$ cat config.mk
export PLATFORM = sky130hd
export DESIGN_NAME = dac_spi_tx
export DESIGN_NICKNAME = d
export VERILOG_FILES = /design/src/rtl/dac_spi_pkg.sv /design/src/rtl/dac_spi_tx_tick_gen.sv /design/src/rtl/dac_spi_tx.sv
export SDC_FILE = /design/constraint.sdc
export NUM_CORES = 1
export LEC_CHECK = 0
export BUFFER_PORTS_ARGS = -buffer_cell sky130_fd_sc_hd__buf_2
export CORE_UTILIZATION = 59
export DETAILED_ROUTE_END_ITERATION = 12
export PLACE_DENSITY = 0.89
export SLEW_MARGIN = 40
export SYNTH_ARGS = -nofsm -noshare
export SYNTH_HDL_FRONTEND = slang
export SYNTH_HIERARCHICAL = 1
export SYNTH_SLANG_ARGS = --single-unit
$ cat constraint.sdc
create_clock -name clk -period 3.5 [get_ports clk]
set_input_delay 0 -clock clk [delete_from_list [all_inputs] [get_ports clk]]
set_output_delay 0 -clock clk [all_outputs]
set_load 0.05 [all_outputs]
$ cat src/rtl/dac_spi_pkg.sv
// Shared definitions for the DAC SPI transmitter: FSM states, frame size and
// the default command byte (write-and-update).
package dac_spi_pkg;

  localparam int FRAME_BITS = 24;
  localparam logic [7:0] DEFAULT_DAC_CMD = 8'h30;

  typedef enum logic [2:0] {
    ST_IDLE     = 3'd0,
    ST_CS_SETUP = 3'd1,
    ST_SHIFT    = 3'd2,
    ST_CS_HOLD  = 3'd3,
    ST_GAP      = 3'd4
  } state_t;

endpackage

$ cat src/rtl/dac_spi_tx_tick_gen.sv
// Modulo-N sample counter. Counts 0..N-1 while enabled and pulses tick for
// the one clock where the count sits at N-1; held at zero while disabled, so
// the first tick after enable rises lands N clocks later.
module tick_gen #(
  parameter int unsigned N = 1000
) (
  input  logic clk,
  input  logic rst,
  input  logic en,
  output logic tick
);

  localparam logic [15:0] LAST = 16'(N - 1);

  logic [15:0] count_q, count_d;

  // Next count: clear when disabled, wrap at the last value.
  always_comb begin
    count_d = count_q;
    if (!en) begin
      count_d = '0;
    end else if (count_q == LAST) begin
      count_d = '0;
    end else begin
      count_d = count_q + 16'd1;
    end
  end

  // Count register.
  always_ff @(posedge clk or posedge rst) begin
    if (rst) begin
      count_q <= '0;
    end else begin
      count_q <= count_d;
    end
  end

  assign tick = en && (count_q == LAST);

endmodule

$ cat src/rtl/dac_spi_tx.sv
// SPI frame transmitter for the DAC: on each sample tick sends the 24-bit
// frame {DAC_CMD, data_in} MSB first, framed by cs_n, with mosi changing on
// the falling sclk edge so the DAC samples on the rising one.
module dac_spi_tx
  import dac_spi_pkg::*;
#(
  parameter int unsigned CLK_DIV       = 2,
  parameter int unsigned SAMPLE_PERIOD = 1000,
  parameter logic [7:0]  DAC_CMD       = DEFAULT_DAC_CMD
) (
  input  logic        clk,
  input  logic        rst,
  input  logic        enable,
  input  logic [15:0] data_in,
  output logic        sclk,
  output logic        mosi,
  output logic        cs_n,
  output logic        busy,
  output logic        frame_done,
  output logic        overrun,
  output state_t      state_dbg
);

  localparam logic [7:0] HP_LAST  = 8'(CLK_DIV - 1);
  localparam logic [4:0] BIT_LAST = 5'(FRAME_BITS - 1);

  logic tick;

  state_t                  state_q, state_d;
  logic [7:0]              hp_cnt_q, hp_cnt_d;
  logic [4:0]              bit_cnt_q, bit_cnt_d;
  logic [FRAME_BITS-1:0]   shift_q, shift_d;
  logic                    sclk_q, sclk_d;
  logic                    mosi_q, mosi_d;
  logic                    cs_n_q, cs_n_d;
  logic                    frame_done_q, frame_done_d;
  logic                    overrun_q, overrun_d;
  logic                    hp_last;
  logic                    can_start;

  tick_gen #(
    .N(SAMPLE_PERIOD)
  ) u_tick_gen (
    .clk (clk),
    .rst (rst),
    .en  (enable),
    .tick(tick)
  );

  // Next-state and output logic. The final GAP clock is the IDLE re-entry
  // edge, so a tick arriving there starts the next frame directly; this lets
  // SAMPLE_PERIOD = 51*CLK_DIV stream frames back-to-back without overrun.
  always_comb begin
    state_d      = state_q;
    hp_cnt_d     = hp_cnt_q;
    bit_cnt_d    = bit_cnt_q;
    shift_d      = shift_q;
    sclk_d       = sclk_q;
    mosi_d       = mosi_q;
    cs_n_d       = cs_n_q;
    frame_done_d = 1'b0;

    hp_last   = (hp_cnt_q == HP_LAST);
    can_start = (state_q == ST_IDLE) || ((state_q == ST_GAP) && hp_last);

    if (state_q != ST_IDLE) begin
      hp_cnt_d = hp_last ? 8'd0 : hp_cnt_q + 8'd1;
    end

    case (state_q)
      ST_IDLE: begin
        hp_cnt_d = '0;
      end
      ST_CS_SETUP: begin
        if (hp_last) state_d = ST_SHIFT;
      end
      ST_SHIFT: begin
        if (hp_last) begin
          if (!sclk_q) begin
            sclk_d = 1'b1;
          end else begin
            sclk_d = 1'b0;
            if (bit_cnt_q == BIT_LAST) begin
              state_d = ST_CS_HOLD;
            end else begin
              bit_cnt_d = bit_cnt_q + 5'd1;
              shift_d   = {shift_q[FRAME_BITS-2:0], 1'b0};
              mosi_d    = shift_q[FRAME_BITS-2];
            end
          end
        end
      end
      ST_CS_HOLD: begin
        if (hp_last) begin
          cs_n_d       = 1'b1;
          frame_done_d = 1'b1;
          state_d      = ST_GAP;
        end
      end
      ST_GAP: begin
        if (hp_last) state_d = ST_IDLE;
      end
      default: begin
        state_d = ST_IDLE;
      end
    endcase

    if (tick && can_start) begin
      state_d   = ST_CS_SETUP;
      shift_d   = {DAC_CMD, data_in};
      mosi_d    = DAC_CMD[7];
      cs_n_d    = 1'b0;
      sclk_d    = 1'b0;
      hp_cnt_d  = '0;
      bit_cnt_d = '0;
    end

    if (!enable) begin
      overrun_d = 1'b0;
    end else begin
      overrun_d = overrun_q | (tick & ~can_start);
    end
  end

  // State, counters, shift register and registered outputs.
  always_ff @(posedge clk or posedge rst) begin
    if (rst) begin
      state_q      <= ST_IDLE;
      hp_cnt_q     <= '0;
      bit_cnt_q    <= '0;
      shift_q      <= '0;
      sclk_q       <= 1'b0;
      mosi_q       <= 1'b0;
      cs_n_q       <= 1'b1;
      frame_done_q <= 1'b0;
      overrun_q    <= 1'b0;
    end else begin
      state_q      <= state_d;
      hp_cnt_q     <= hp_cnt_d;
      bit_cnt_q    <= bit_cnt_d;
      shift_q      <= shift_d;
      sclk_q       <= sclk_d;
      mosi_q       <= mosi_d;
      cs_n_q       <= cs_n_d;
      frame_done_q <= frame_done_d;
      overrun_q    <= overrun_d;
    end
  end

  assign sclk       = sclk_q;
  assign mosi       = mosi_q;
  assign cs_n       = cs_n_q;
  assign busy       = (state_q != ST_IDLE);
  assign frame_done = frame_done_q;
  assign overrun    = overrun_q;
  assign state_dbg  = state_q;

endmodule

# ---- Word level (Yosys, flattened, before mapping)
# Index checks and enable logic that the tools add are counted.
dict set report word_totals {
  ff_bits 60
  in_bits 19
  output_inout_bits 9
}
dict set report classes {
  addsub 3
  n_eq_ne 15
  muxes 39
  n_bitwise 3
  n_reduce_logical 15
}
# operator count
set ops {}
lappend ops {{two-way mux 23 bit} 5}
lappend ops {{two-way mux 16 bit} 2}
lappend ops {{two-way mux 8 bit} 4}
lappend ops {{two-way mux 5 bit} 5}
lappend ops {{two-way mux 3 bit} 7}
lappend ops {{adder 16 x 1 -> 16 bit, second input constant} 1}
lappend ops {{== test 16 x 10 -> 1 bit, second input constant} 1}
lappend ops {{two-way mux 1 bit} 15}
lappend ops {{inequality test 3 bit, second input constant} 5}
lappend ops {{one-hot mux 3 bit (5 select lines)} 1}
lappend ops {{adder 8 x 1 -> 8 bit, second input constant} 1}
lappend ops {{== test 8 x 1 -> 1 bit, second input constant} 1}
lappend ops {{nonzero test 2 bit} 4}
lappend ops {{AND reduction 7 bit} 1}
lappend ops {{== test 3 x 2 -> 1 bit, second input constant} 2}
lappend ops {{nonzero test 3 bit} 2}
lappend ops {{adder 5 x 1 -> 5 bit, second input constant} 1}
lappend ops {{== test 5 bit, second input constant} 1}
lappend ops {{inequality test 2 x 1 -> 1 bit, second input constant} 2}
lappend ops {{AND reduction 2 bit} 2}
lappend ops {{AND reduction 4 bit} 1}
lappend ops {{== test 3 x 1 -> 1 bit, second input constant} 1}
lappend ops {{== test 3 bit, second input constant} 1}
lappend ops {{logical AND 1 bit} 3}
lappend ops {{other kinds (6)} 6}

# ---- Depth between registers and ports, before layout
dict set report depth {
  ltp_word 7
  ltp_mapped 9
  ltp_nobuf 8
}

# ---- By module
# The synthesis kept the hierarchy.
# mod instances cells_per_inst area_each_um2 seq_area_each_um2
set modules_own_cells {}
lappend modules_own_cells {dac_spi_tx 1 180 2157.1 1102.3}
lappend modules_own_cells {tick_gen 1 81 845.8 400.4}

# ---- Worst setup path before layout
# Ideal clock, no wire load.
dict set report synth_path {
  kind {register -> register}
  start {reg hp_cnt_q[1]}
  end {reg shift_q[10]}
  setup_time_ns 0.125
  arrival_time_ns 2.392
  path_slack_ns 0.983
  stages_incl_launch_ff 9
  n_path_buf 2
  cell_sequence {dfrtp_1 > inv_1 > ha_1 > or3b_2 > or4_1 > buf_2 > buf_6 > mux2_4 > mux2_2}
}
dict set report synth_via {
  elab_chain_len 6
  elab_cells_between_ends 10
}
# element line_no
set synth_lines {}
lappend synth_lines {{from (decl)} dac_spi_tx.sv:30} ;# logic [7:0] hp_cnt_q, hp_cnt_d;
lappend synth_lines {{from (signal assigned)} dac_spi_tx.sv:139} ;# hp_cnt_q <= hp_cnt_d;
lappend synth_lines {{== test 8 x 1 -> 1 bit *} dac_spi_tx.sv:63} ;# hp_last = (hp_cnt_q == HP_LAST);
lappend synth_lines {{logical AND 1 bit} dac_spi_tx.sv:64} ;# can_start = (state_q == ST_IDLE) || ((state_q == ST_GAP) && hp_last);
lappend synth_lines {{logical OR 1 bit} dac_spi_tx.sv:64}
lappend synth_lines {{logical AND 1 bit} dac_spi_tx.sv:108} ;# if (tick && can_start) begin
lappend synth_lines {{inequality test 2 x 1 -> 1 bit (no line) or nonzero test 2 bit (tied branches)} n/a}
lappend synth_lines {{AND reduction 4 bit (no line)} n/a}
lappend synth_lines {{to (signal assigned)} dac_spi_tx.sv:141} ;# shift_q <= shift_d;
lappend synth_lines {{to (decl)} dac_spi_tx.sv:32} ;# logic [FRAME_BITS-1:0] shift_q, shift_d;
# Every way passes the cells marked *; elsewhere a longest branch is shown, timed or not.
# A chain may end at the register's enable or synchronous reset.

# ---- Final worst setup path
dict set report layout_path {
  start {reg u_tick_gen.count_q[11]}
  end {reg shift_q[3]}
}
dict set report layout_via {
  elab_chain_len 5
  elab_cells_between_ends 9
}
# element line_no
set layout_lines {}
lappend layout_lines {{from (decl)} dac_spi_tx_tick_gen.sv:15} ;# logic [15:0] count_q, count_d;
lappend layout_lines {{from (signal assigned)} dac_spi_tx_tick_gen.sv:34} ;# count_q <= count_d;
lappend layout_lines {{== test 16 x 10 -> 1 bit *} dac_spi_tx_tick_gen.sv:38} ;# assign tick = en && (count_q == LAST);
lappend layout_lines {{logical AND 1 bit *} dac_spi_tx_tick_gen.sv:38}
lappend layout_lines {{net tick} dac_spi_tx.sv:27} ;# logic tick;
lappend layout_lines {{logical AND 1 bit *} dac_spi_tx.sv:108}
lappend layout_lines {{inequality test 2 x 1 -> 1 bit (no line) or nonzero test 2 bit (tied branches)} n/a}
lappend layout_lines {{AND reduction 4 bit (no line)} n/a}
# The timed path passes the listed nets; every way through them passes the cells marked *.

==> results.toml <==
[sta]
fmax_mhz = 366
totalNegativeSetupSlack_ps = 0
worst_relative_slew_slack_pct = 46.1
post-route-period-util_pct = 78.1
grt_setup_unrepaired = "no"
timing_hold_violations_final = 0
timing.clock.skew_ps = 7.86
timing_max_transition_violations_final = 0
timing.final.crit_period_ps = 2730
max_slew.worst_pin.slew_ps = 806
timing.final.setup_violations = 0

[floorplanning]
placeableCoreArea_sq_um = 4820
die-area_sq_um = 5380
die_h_microns = 73.3
placement_rows = 25
initial_core_util_pct = 62.3
die_width_microns = 73.3
io_pins = 28

[logic_synthesis]
synthMostInstantiatedCell = "dfrtp_1"
ys_async_sr_fraction_pct = 100
mappedNetlistNets = 284
postSynthRegisterBits = 60
synth.lib_cells_used.distinct = 44
yosys-top-cells-count = "dfrtp_1, nor2_1, mux2_2, nand3_1, xnor2_1"
ys.flop_type = "dfrtp_1"
edff_count_synth = 0
synthesis.yosys.warnings = 6
avgSynthCellArea_sq_um = 11.5
yosys.area.top_type = "dfrtp_1"
yosys.area.top_type_share_pct = 49.2
yosys-top-cells-area = "dfrtp_1, mux2_2, mux2_4"
mappedNetlistArea_sq_um = 3000
synthesis.instances = 261
share_of_synthesized_area_occupied_by_flip_flops_and_latches_pct = 50.0

[critical_path]
cp.required_ps = 3710
crit_path_max_fanout = 16
criticalPathCategory = "register to register"
timing.critical_path.arrival_ps = 2940
critPathCaptureType = "register"
worstSetupStartpointType = "register"

[cells_and_area]
synth_to_final_area_change_pct = 17.7
multiInputGateArea_sq_um = 1400
nFillCells = 329
regArea_sq_um = 1500
antenna_cells_inserted = 0
design.final.nets = 334
post_route_cells_drive_above_1_share_pct = 27.5

[drt]
drt_wl_total_microns = 6090
drt_first_iter_violations = 88
route.vias.total = 2104
routed_wire_length_per_instance_microns = 15.9
drt_first_pass_iters = 4
remaining_routing_drc_violations = 0
drt.antenna.violating_nets = 0
post_drt_via_cell_ratio = 5.49

[power]
clockPowerShare_pct = 43.6
total_power_mw = 1.33
vdd_ir_drop_max_mv = 0.330
power_density_nw_per_um2 = 378
netSwitchingFraction_pct = 21.2
pwr-share-seq_pct = 52.4
combinationalPowerShare_pct = 4.0
internal-power_mw = 1.05
leakage_nw = 1.64
netsw_mw = 0.283

[clock_tree]
cts_buffers = 9
max-clock-path-buffers = 2
clock_latency_ps = 330
clockRootBuffer = "clkbuf_8"
cts_post_setup_buffers_inserted = 0
tritoncts = "yes"
postCtsHoldBufs = 18
cts.repair.resized = 0
ctsHtreeMaxLevel = 3
clkTransAtPathRegs_ps = 60
clock_sinks = 60

[placed_design]
io_buffer_count = 27
dp_wirelength_microns = 3620
routabilityCongestion = 0.906

[grt]
grt_pass1_wl_microns = 9600
grt_pass1_vias = 2034
grt_overflow_total = 0
global_route.usage.total_pct = 24.6
initial_antenna_violation_count = 0
grt_max_degree = 45

[flow_run]
cap_violations = 0

[status]
status = "completed"

[min_path]
holdCritPathClass = "primary input to asynchronous set/reset pin"
## per-stage QoR
| step | hold WS, ps | std cells | worst slack (ps) | util [%] | instance area (sq um) |
|---|---|---|---|---|---|
| finish | 298 | 383 | 765 | 73.4 | 3530 |
| global route | 370 | 383 | 605 | 73.4 | 3530 |
| floorplan | -86.3 | 261 | 983 | - | 3000 |
| global placement | 95.2 | 349 | 885 | 65.9 | 3180 |
| detailed placement | 109 | 349 | 804 | 65.9 | 3180 |
| CTS | 305 | 383 | 791 | 73.4 | 3530 |
## logic make-up (layout without fill, tap and decap cells)
family,Yosys count,count (layout),share of synthesized area [%]
flip-flops,60,60,50.0
multiplexers,41,41,16.5
buffers and inverters,18,73,3.37
AO/OA/AOI/OAI,18,18,3.88
adder cells (fa/ha/maj),4,4,1.67
AND/OR/NAND/NOR,98,98,18.2
XOR/XNOR,22,22,6.42
## metal layers
metal / track usage [%] / wire [microns] / up-vias / share of wire (%)
met5: 0 / 0 / - / 0
met4: 9.62 / 125 / 0 / 2.1
met3: 8.50 / 264 / 12 / 4.3
met2: 40.6 / 3150 / 53 / 52
met1: 29.6 / 2560 / 1026 / 42
li1: - / - / 1013 / -
## cell usage in the layout (no fill, tap or decap), drive strengths merged, types with 2 or more instances in the layout
cell type | netlist | routed
and3 | 4 | 4
xnor2 | 13 | 13
dlygate4sd3 | 0 | 18
nor2 | 37 | 37
nand2b | 2 | 2
dfrtp | 59 | 59
clkinv | 0 | 2
nand4 | 3 | 3
inv | 9 | 8
mux2i | 10 | 10
a21oi | 4 | 4
xor2 | 9 | 9
and2 | 2 | 2
buf | 5 | 30
and4b | 2 | 2
nor4 | 7 | 7
or4 | 3 | 3
nand2 | 8 | 8
clkbuf | 4 | 14
nand3 | 16 | 16
o21ai | 7 | 7
nor3 | 5 | 5
mux2 | 31 | 31
or3 | 4 | 4
ha | 4 | 4
## layout make-up
cell class                      count  area share (%)
Inverter                            9           0.956
Multi-Input combinational cell    183            39.6
Timing Repair Buffer               48            9.56
Clock inverter                      2           0.991
Tap cell                           67            2.37
Clock buffer                       14            4.04
Sequential cell                    60            42.5
## critical path: stages (launching register included)
cell,delay [ps]
dfrtp_1,440
or4_4,550
nor4b_4,250
and3_2,270
nand3_1,580
mux2_2,520
## power groups by stage
| stage | clock (mW) | combinational (mW) | sequential (mW) |
|---|---|---|---|
| 6_report | 0.582 | 0.0532 | 0.699 |
| 5_1_grt | 0.626 | 0.0590 | 0.699 |
| 4_1_cts | 0.593 | 0.0529 | 0.699 |
| 3_5_place_dp | 0 | 0.0375 | 0.712 |
| 3_3_place_gp | 0 | 0.0361 | 0.712 |
| 2_1_floorplan | 0 | 0.0228 | 0.711 |
## final timing paths
path / start / to / slack (ps) / cells past startpoint
setup / recovery: u_tick_gen/count_q[11]$_DFF_PP0_ / shift_q[3]$_DFFE_PP0P_ / 770 / 5
hold / removal: rst / u_tick_gen/count_q[2]$_DFF_PP0_ / 300 / 3
setup reg to reg: u_tick_gen/count_q[11]$_DFF_PP0_ / shift_q[3]$_DFFE_PP0P_ / 770 / 5
hold reg to reg: u_tick_gen/count_q[0]$_DFF_PP0_ / u_tick_gen/count_q[0]$_DFF_PP0_ / 480 / 1
max in group asynchronous: rst / cs_n$_DFFE_PP1P_ / 2760 / 4
min in group clk: data_in[13] / shift_q[13]$_DFFE_PP0P_ / 450 / 3
## state kept, by name, summed over array words and instances, names as in the netlist
signal	count
mosi	1
cs_n	1
state_dbg	3
hp_cnt_q	8
sclk	1
bit_cnt_q	5
overrun	1
u_tick_gen/count_q	16
shift_q	23
frame_done	1
Note: power is estimated with default switching activity, not from simulation.
